`src/rtl/disk_buf_pkg.sv`:
```
// Shared constants for the disk byte buffer: default geometry and the
// pointer/count width helpers used by disk_byte_buffer.
package disk_buf_pkg;

  localparam int DEPTH_DEF        = 16;
  localparam int SECTOR_BYTES_DEF = 512;

  // Width of a read/write pointer into a FIFO of the given depth.
  function automatic int ptr_width(input int depth);
    return (depth > 1) ? $clog2(depth) : 1;
  endfunction

  // Occupancy needs one more bit than a pointer so that "full" is representable.
  function automatic int cnt_width(input int depth);
    return ptr_width(depth) + 1;
  endfunction

  localparam int PTR_W = ptr_width(DEPTH_DEF);
  localparam int CNT_W = cnt_width(DEPTH_DEF);

endpackage

```
`src/rtl/disk_strobe_edge.sv`:
```
// Rising-edge detector for the disk-side level strobe. The previous-value
// register resets high so that a strobe already high through reset is not
// mistaken for a fresh byte.
module disk_strobe_edge (
  input  logic clk,
  input  logic rst,
  input  logic strobe,
  output logic rise
);

  logic prev_q;
  logic prev_d;

  // Next value of the strobe history is simply the current strobe level.
  always_comb begin
    prev_d = strobe;
  end

  // Strobe history register; resets high to suppress a spurious edge.
  // NOTE: sequential state uses non-blocking assignments so every flop samples pre-edge values.
  always_ff @(posedge clk) begin
    if (rst) prev_q <= 1'b1;
    else     prev_q <= prev_d;
  end

  assign rise = strobe & ~prev_q;

endmodule

```
`src/rtl/disk_byte_buffer.sv`:
```
// Byte FIFO between the CPC disk data side and CtrlModule, with sticky
// overflow, sector-completion pulse and flush.
// Optional feature macro: DISK_BUF_STATS_EN adds a 16-bit saturating
// drop_count output.
module disk_byte_buffer
  import disk_buf_pkg::*;
#(
  parameter int DEPTH        = DEPTH_DEF,
  parameter int SECTOR_BYTES = SECTOR_BYTES_DEF
) (
  input  logic                        clk,
  input  logic                        rst,
  input  logic [7:0]                  in_data,
  input  logic                        in_strobe,
  input  logic                        flush,
  input  logic                        ovf_clear,
  output logic [7:0]                  out_data,
  output logic                        out_valid,
  input  logic                        out_ack,
  output logic [cnt_width(DEPTH)-1:0] count,
  output logic                        full,
  output logic                        overflow,
  output logic                        sector_done
`ifdef DISK_BUF_STATS_EN
  ,
  output logic [15:0]                 drop_count
`endif
);

  localparam int AW = ptr_width(DEPTH);
  localparam int CW = cnt_width(DEPTH);
  localparam int SW = (SECTOR_BYTES > 1) ? $clog2(SECTOR_BYTES) : 1;

  logic [7:0]    mem_q [DEPTH];
  logic [AW-1:0] wr_ptr_q, wr_ptr_d;
  logic [AW-1:0] rd_ptr_q, rd_ptr_d;
  logic [CW-1:0] count_q, count_d;
  logic [SW-1:0] sec_cnt_q, sec_cnt_d;
  logic          overflow_q, overflow_d;
  logic          sector_done_q, sector_done_d;

  logic strobe_rise;
  logic wr_en;
  logic rd_en;
  logic drop;

  disk_strobe_edge u_edge (
    .clk    (clk),
    .rst    (rst),
    .strobe (in_strobe),
    .rise   (strobe_rise)
  );

  assign out_valid   = (count_q != '0);
  assign full        = (count_q == CW'(DEPTH));
  assign count       = count_q;
  assign overflow    = overflow_q;
  assign sector_done = sector_done_q;
  // Gate the head byte so the port reads zero whenever the FIFO is empty.
  assign out_data    = out_valid ? mem_q[rd_ptr_q] : 8'h00;

  // Qualify push, pop and drop; flush overrides all traffic in its cycle.
  always_comb begin
    rd_en = out_ack && out_valid && !flush;
    wr_en = strobe_rise && (!full || (out_ack && out_valid)) && !flush;
    drop  = strobe_rise && full && !out_ack && !flush;
  end

  // Next-state for pointers, occupancy, sector counter and status flags.
  // NOTE: every variable gets a default first so no path leaves it unassigned and infers a latch.
  always_comb begin
    wr_ptr_d      = wr_ptr_q;
    rd_ptr_d      = rd_ptr_q;
    count_d       = count_q;
    sec_cnt_d     = sec_cnt_q;
    sector_done_d = 1'b0;
    overflow_d    = overflow_q;

    if (ovf_clear) overflow_d = 1'b0;
    if (drop)      overflow_d = 1'b1;

    if (flush) begin
      wr_ptr_d  = '0;
      rd_ptr_d  = '0;
      count_d   = '0;
      sec_cnt_d = '0;
    end else begin
      if (wr_en) wr_ptr_d = wr_ptr_q + AW'(1);
      if (rd_en) rd_ptr_d = rd_ptr_q + AW'(1);
      unique case ({wr_en, rd_en})
        2'b10:   count_d = count_q + CW'(1);
        2'b01:   count_d = count_q - CW'(1);
        default: count_d = count_q;
      endcase
      if (rd_en) begin
        if (sec_cnt_q == SW'(SECTOR_BYTES - 1)) begin
          sec_cnt_d     = '0;
          sector_done_d = 1'b1;
        end else begin
          sec_cnt_d = sec_cnt_q + SW'(1);
        end
      end
    end
  end

  // Control and status registers.
  always_ff @(posedge clk) begin
    if (rst) begin
      wr_ptr_q      <= '0;
      rd_ptr_q      <= '0;
      count_q       <= '0;
      sec_cnt_q     <= '0;
      overflow_q    <= 1'b0;
      sector_done_q <= 1'b0;
    end else begin
      wr_ptr_q      <= wr_ptr_d;
      rd_ptr_q      <= rd_ptr_d;
      count_q       <= count_d;
      sec_cnt_q     <= sec_cnt_d;
      overflow_q    <= overflow_d;
      sector_done_q <= sector_done_d;
    end
  end

  // Byte storage; written only on an accepted push.
  // NOTE: storage is deliberately not reset; occupancy decides validity, keeping it a plain RAM.
  always_ff @(posedge clk) begin
    if (wr_en) mem_q[wr_ptr_q] <= in_data;
  end

`ifdef DISK_BUF_STATS_EN
  logic [15:0] drop_cnt_q, drop_cnt_d;

  // Saturating count of dropped bytes; ovf_clear restarts it.
  always_comb begin
    drop_cnt_d = drop_cnt_q;
    if (ovf_clear) drop_cnt_d = '0;
    if (drop && (drop_cnt_d != 16'hFFFF)) drop_cnt_d = drop_cnt_d + 16'd1;
  end

  // Drop statistics register.
  always_ff @(posedge clk) begin
    if (rst) drop_cnt_q <= '0;
    else     drop_cnt_q <= drop_cnt_d;
  end

  assign drop_count = drop_cnt_q;
`endif

endmodule

```
`config.mk`:
```
export PLATFORM = sky130hd
export DESIGN_NAME = disk_byte_buffer
export DESIGN_NICKNAME = d
export VERILOG_FILES = /design/src/rtl/disk_buf_pkg.sv /design/src/rtl/disk_strobe_edge.sv /design/src/rtl/disk_byte_buffer.sv
export SDC_FILE = /design/constraint.sdc
export NUM_CORES = 1
export LEC_CHECK = 0
export CELL_PAD_IN_SITES_DETAIL_PLACEMENT = 2
export CELL_PAD_IN_SITES_GLOBAL_PLACEMENT = 2
export CORE_UTILIZATION = 40
export CTS_CLUSTER_SIZE = 12
export DETAILED_ROUTE_END_ITERATION = 12
export PLACE_DENSITY_LB_ADDON = 0.3
export SYNTH_ARGS = -nofsm -noshare
export SYNTH_HDL_FRONTEND = slang
export SYNTH_SLANG_ARGS = --single-unit
```
`constraint.sdc`:
```
create_clock -name clk -period 3 [get_ports clk]
set_clock_uncertainty 0.1 [all_clocks]
set_input_delay 0.45 -clock clk [delete_from_list [all_inputs] [get_ports clk]]
set_output_delay 0.45 -clock clk [all_outputs]
set_load 0.05 [all_outputs]
```
* Word level (Yosys, flattened, before mapping)
Memory sizes are Yosys's and may differ from the RTL's. A register that Yosys moved wholly into a read port is not among the register bits.
Cells that the tools add are included.
** Word-level totals
- Register bits :: 25
- Memory bits (writable) :: 128
- Bits of input ports :: 14
- Output and inout port bits :: 17
- Word-level logic and storage cells :: 46
- Memories :: 1
** Memory list
- mem_q :: words 16, width 8, rd ports 1, clocked after memory_dff 1, write ports 1, line disk_byte_buffer.sv:34 : logic [7:0] mem_q [DEPTH];
** Operators by class
- Add/subtract/negate cells :: 5
- Eq/ne operators :: 4
- Mux-type cells :: 10
- Bitwise gates (word level) :: 3
- Reduce and logical (&&, ||, !) cells :: 16
** Operator list (count)
- one-hot mux 5 bit (2 select lines) :: 1
- adder 9 x 1 -> 9 bit (second input constant) :: 1
- == test 9 bit (second input constant) :: 1
- two-way mux 9 bit :: 1
- adder 4 x 1 -> 4 bit (second input constant) :: 2
- two-way mux 4 bit :: 2
- two-way mux 8 bit :: 1
- logical AND 1 bit :: 7
- adder 5 x 1 -> 5 bit (second input constant) :: 1
- == test 5 bit (second input constant) :: 1
- two-way mux 1 bit :: 5
- nonzero test 5 bit :: 1
- subtractor 5 x 1 -> 5 bit (second input constant) :: 1
- nonzero test 2 bit :: 2
- logical NOT 1 bit :: 3
- OR reduction 3 bit :: 1
- == test 2 x 1 -> 1 bit (second input constant) :: 1
- == test 2 bit (second input constant) :: 1
- inverter 1 bit :: 2
- OR reduction 2 bit :: 1
- bitwise AND 1 bit :: 1
- logical OR 1 bit :: 1

* Depth between registers and ports, before layout
- Depth after elaboration :: 7
- Mapped depth :: 13
- Mapped depth without buffers :: 10

* Modules after synthesis
Synthesis repeated with hierarchy kept, for this count alone.
** Unflattened totals
- Cells, all modules :: 397
- Area total of the unflattened synthesis :: 6585.1 µm²
** By module, submodules not included
- disk_byte_buffer :: times used 1, cells each 394, area an instance 6552.5 µm², seq. area each 4404.2 µm²
- disk_strobe_edge :: times used 1, cells each 3, area an instance 32.5 µm², seq. area each 20.0 µm²

* Least setup slack after synthesis
OpenSTA, ideal clock, no wires.
- Kind :: reg-to-output
- Start point :: register count_q[4], in the netlist count[4]
- End point :: output port out_data[0]
- Arrival :: 2708 ps
- Required time :: 2450 ps
- Slack :: -258 ps
- Stages on the path, launching flop included :: 7
- Buffers on the path :: 2
- Path through :: dfxtp_1 buf_2 inv_1 nand2_1 clkbuf_1 o21ai_0 a21oi_1
** On the way
- Word-level cells in the longest chain between the ends :: 2
** RTL lines
- from (decl) :: line disk_byte_buffer.sv:37 : logic [CW-1:0] count_q, count_d;
- from (signal assigned) :: line disk_byte_buffer.sv:118 : count_q <= count_d;
- nonzero test 5 bit :: line disk_byte_buffer.sv:54 : assign out_valid = (count_q != '0);
- named net out_valid :: line disk_byte_buffer.sv:18 : output logic out_valid,
- two-way mux 8 bit :: line disk_byte_buffer.sv:60 : assign out_data = out_valid ? mem_q[rd_ptr_q] : 8'h00;
- to (decl) :: line disk_byte_buffer.sv:17 : output logic [7:0] out_data,
The timed path passes the listed nets, and every way through them passes these cells.

==> results.md <==
* Setup WS post-layout at 80.4 ps
* CP required at about 2500 ps
* Clk buf depth at 2
* Final-report max-slew violation count at 0
* Clock Latency Late Sink at ~420 ps
* Critical path's slowest cell: mux4_2
* Pwr dens at 580 nW/um2
* Non-filler cells, final at a little under 700
* Drt drc at 0
* Largest net degree at the start of global routing at 33
* Post-Syn Area per Cell at 16.4 um2
* Max Freq at 0.343 GHz
* Initial antenna violation count at 0
* Met1 usage at 25.9%
* Prevailing post-synth register cell: edfxtp_1
* Register bit total from synthesis at ~160
* Final ANT Viol Nets at 0
* Worst Path Arrival at between 2000 and 2500 ps
* Finished Cell Area at 7900 um2
* Die Span Y at roughly 130 um
* Netlist Area Pre-Place at between 6000 and 7000 um2
* CP startpoint kind: register
* Max rail drop VDD at between 0.0003 and 0.0004 V
* Pleak at about 0.0025 uW
* Vias in the first global route at between 4000 and 5000
* Area Overhead vs Synth at 21.1%
* RSZ-0062 raised after global routing: false
* Met3 Use GR at ~4.3%
* Fill cells at 1489
* Routed wire length at 17100 um
* Total number of vias at between 3000 and 4000
* Synth area leaders: edfxtp_1 59%, mux4_2 11%, dfxtp_1 8.9%
* Critical Path Max Stage Delay at about 530 ps
* Global-route wire length before repair at about 26000 um
* Critical Setup Path Class: register to output pin
* Post-Place Worst Slack at -287 ps
* Area fraction of the dominant cell type after synthesis at roughly 59%
* Worst Path Buf+Inv at 2
* Syn Inst Count at slightly below 400
* Area post-placement at just over 7000 um2
* Core area at 15900 um2
* Total die area at roughly 17000 um2
* Worst-Margin Slew at approximately 750 ps
* Iter 0 DRT Violations at around 200
* Max_slew headroom at 50.2%
* Final hold violations at 0
* Setup Viol. Count Final at 0
* Final Net Count at slightly below 500
* Cts hold-fix bufs at 0
* Clock slew at reported path FFs at about 60 ps
* Crit-path max FO at 8
* Multi-input logic area at around 2000 um2
* Post-DP HPWL at ~11000 um
* Synth warnings at 0
* Hold Path Class: register to register
* Vias per cell at about 5.5
* Largest area contributor in the netlist: edfxtp_1
* Fin crit share at about 97%
* Antenna cell count at 0
* Initial core utilization at between 40% and 50%
* Met2 Track Usage GR at roughly two fifths
* Drt first pass iters at 4
* CTS tree: built
* Layout cells sized above 1 at 29.9%
* Ys async rst share at 0%
* Distinct cells, synth at 43
* Top Ports at 31
* Final Wtd Congestion at 0.771
* H-tree depth at 4
* Worst-path cell chain: buf_12 > mux4_2 > mux2_2 > o21ai_0 > a21oi_2 > buf_4
* Count leader, synth: edfxtp_1
* Overflow after GRT at 0
* Fin crit period at roughly 2900 ps
* Clock root cell: clkbuf_16
* Post-synth top cells: 128 x edfxtp_1, 33 x nor2_1, 32 x mux4_2, 29 x dfxtp_1, 17 x a21oi_1
* Num CTS Buffers at 17
* Status: finished, final reports clean
* Max_cap viols at 0
* Die W at approximately 130 um
* Avg WL per Cell at about 25 um
* FP Rows at 46
* Seq/Total Area, Yosys at just under 70%
* Post-Syn Nets at 423
* Cell class contributing the biggest share of worst-path delay: multiplexers
* Number of synthesized flops with an enable pin at 128
* Global route hottest layer: met2
* Sequential Area at ~4400 um2
* Clock Sinks at between 150 and 200
* Crit end category: output pin
* Port bufs at 30
* Cells after DPL at 650
* Tot GR Track Use at 22.0%
## routing by layer
| metal | vias to the layer above | share of wire, % |
|---|---|---|
| li1 | 1672 | - |
| met1 | 1988 | 41 |
| met2 | 89 | 53 |
| met3 | 21 | 4.0 |
| met4 | 0 | 2.0 |
| met5 | - | 0 |
## worst min-delay path, cell delays in order, from the launching register on
cell and delay [ps]:
dfxtp_1 320, nand2_1 60, a21oi_1 60
## sequential cells by signal, summed over array words and instances (netlist names), named ones only
register and count:
u_edge.prev_q 1, mem_q 128, count 5, sector_done 1, sec_cnt_q 9, wr_ptr_q 4, rd_ptr_q 4, overflow 1
## placed cells by master (no fill, tap or decap), types with 4 or more instances in the layout
cell type	instances
xor2_1	8
dfxtp_1	25
nor3_1	5
nand4_1	4
a211oi_1	4
xnor2_1	6
buf_4	38
clkdlybuf4s50_1	20
mux2_2	8
clkbuf_16	19
mux4_2	32
inv_1	9
mux2i_1	12
inv_6	4
o21ai_0	9
a21oi_1	7
nor2_1	33
nor3b_1	6
nand2b_1	4
a21oi_2	10
ha_1	11
edfxtp_1	128
nand3_1	10
nand2_1	7
clkinvlp_4	4
## repair_timing
| action | 4_1_cts | 5_1_grt |
|---|---|---|
| resized for setup | 2 | 5 |
| setup buffers | 0 | 1 |
| cloned | 0 | 2 |
| endpoints found under the setup margin | 2 | 9 |
| pin swaps | 0 | 2 |
## worst paths after layout
kind / start / end / slack (ps) / cells past startpoint
worst max-delay path: register / out_data[2] / 80 / 6
worst min-delay path: sec_cnt_q[8] / sec_cnt_q[8] / 390 / 2
worst max register to register: count[0] / count[4] / 190 / 10
worst min register to register: sec_cnt_q[8] / sec_cnt_q[8] / 390 / 2
## power by group
part | leakage, uW | internal [uW] | switching, uW | total, uW
logic | 0.000881 | 35.7 | 65.0 | 101
registers | 0.00139 | 2350 | 2.81 | 2360
clock network | 0.000270 | 1170 | 960 | 2130
total | 0.00254 | 3560 | 1030 | 4580
## metrics by stage
step           setup TNS (ps)  power [uW]  hold slack [ps]  util (%)
2_1_floorplan               0        2440              341         -
3_3_place_gp             -169        2500              348      45.7
3_5_place_dp             -776        2500              385      45.7
4_1_cts                     0        4620              392      49.3
5_1_grt                     0        4690              421      49.7
6_report                    0        4580              389      49.7
## final cells by class
type,count,area share (%)
Multi-Input combinational cell,208,25.3
Sequential cell,157,56.2
Inverter,9,0.428
Clock inverter,15,1.90
Tap cell,216,3.42
Timing Repair Buffer,63,7.40
Clock buffer,17,5.39
## cells by family (layout without fill, tap and decap cells)
kind of cell | Yosys count | count (layout) | share of synthesized area, %
AO/OA/AOI/OAI | 46 | 46 | 4.78
XOR/XNOR | 14 | 14 | 1.88
adder cells (fa/ha/maj) | 11 | 11 | 2.11
buffers and inverters | 33 | 104 | 2.38
flip-flops | 157 | 157 | 67.8
multiplexers | 52 | 52 | 14.3
AND/OR/NAND/NOR | 85 | 85 | 6.73
Power figures use the tool's default switching activity.
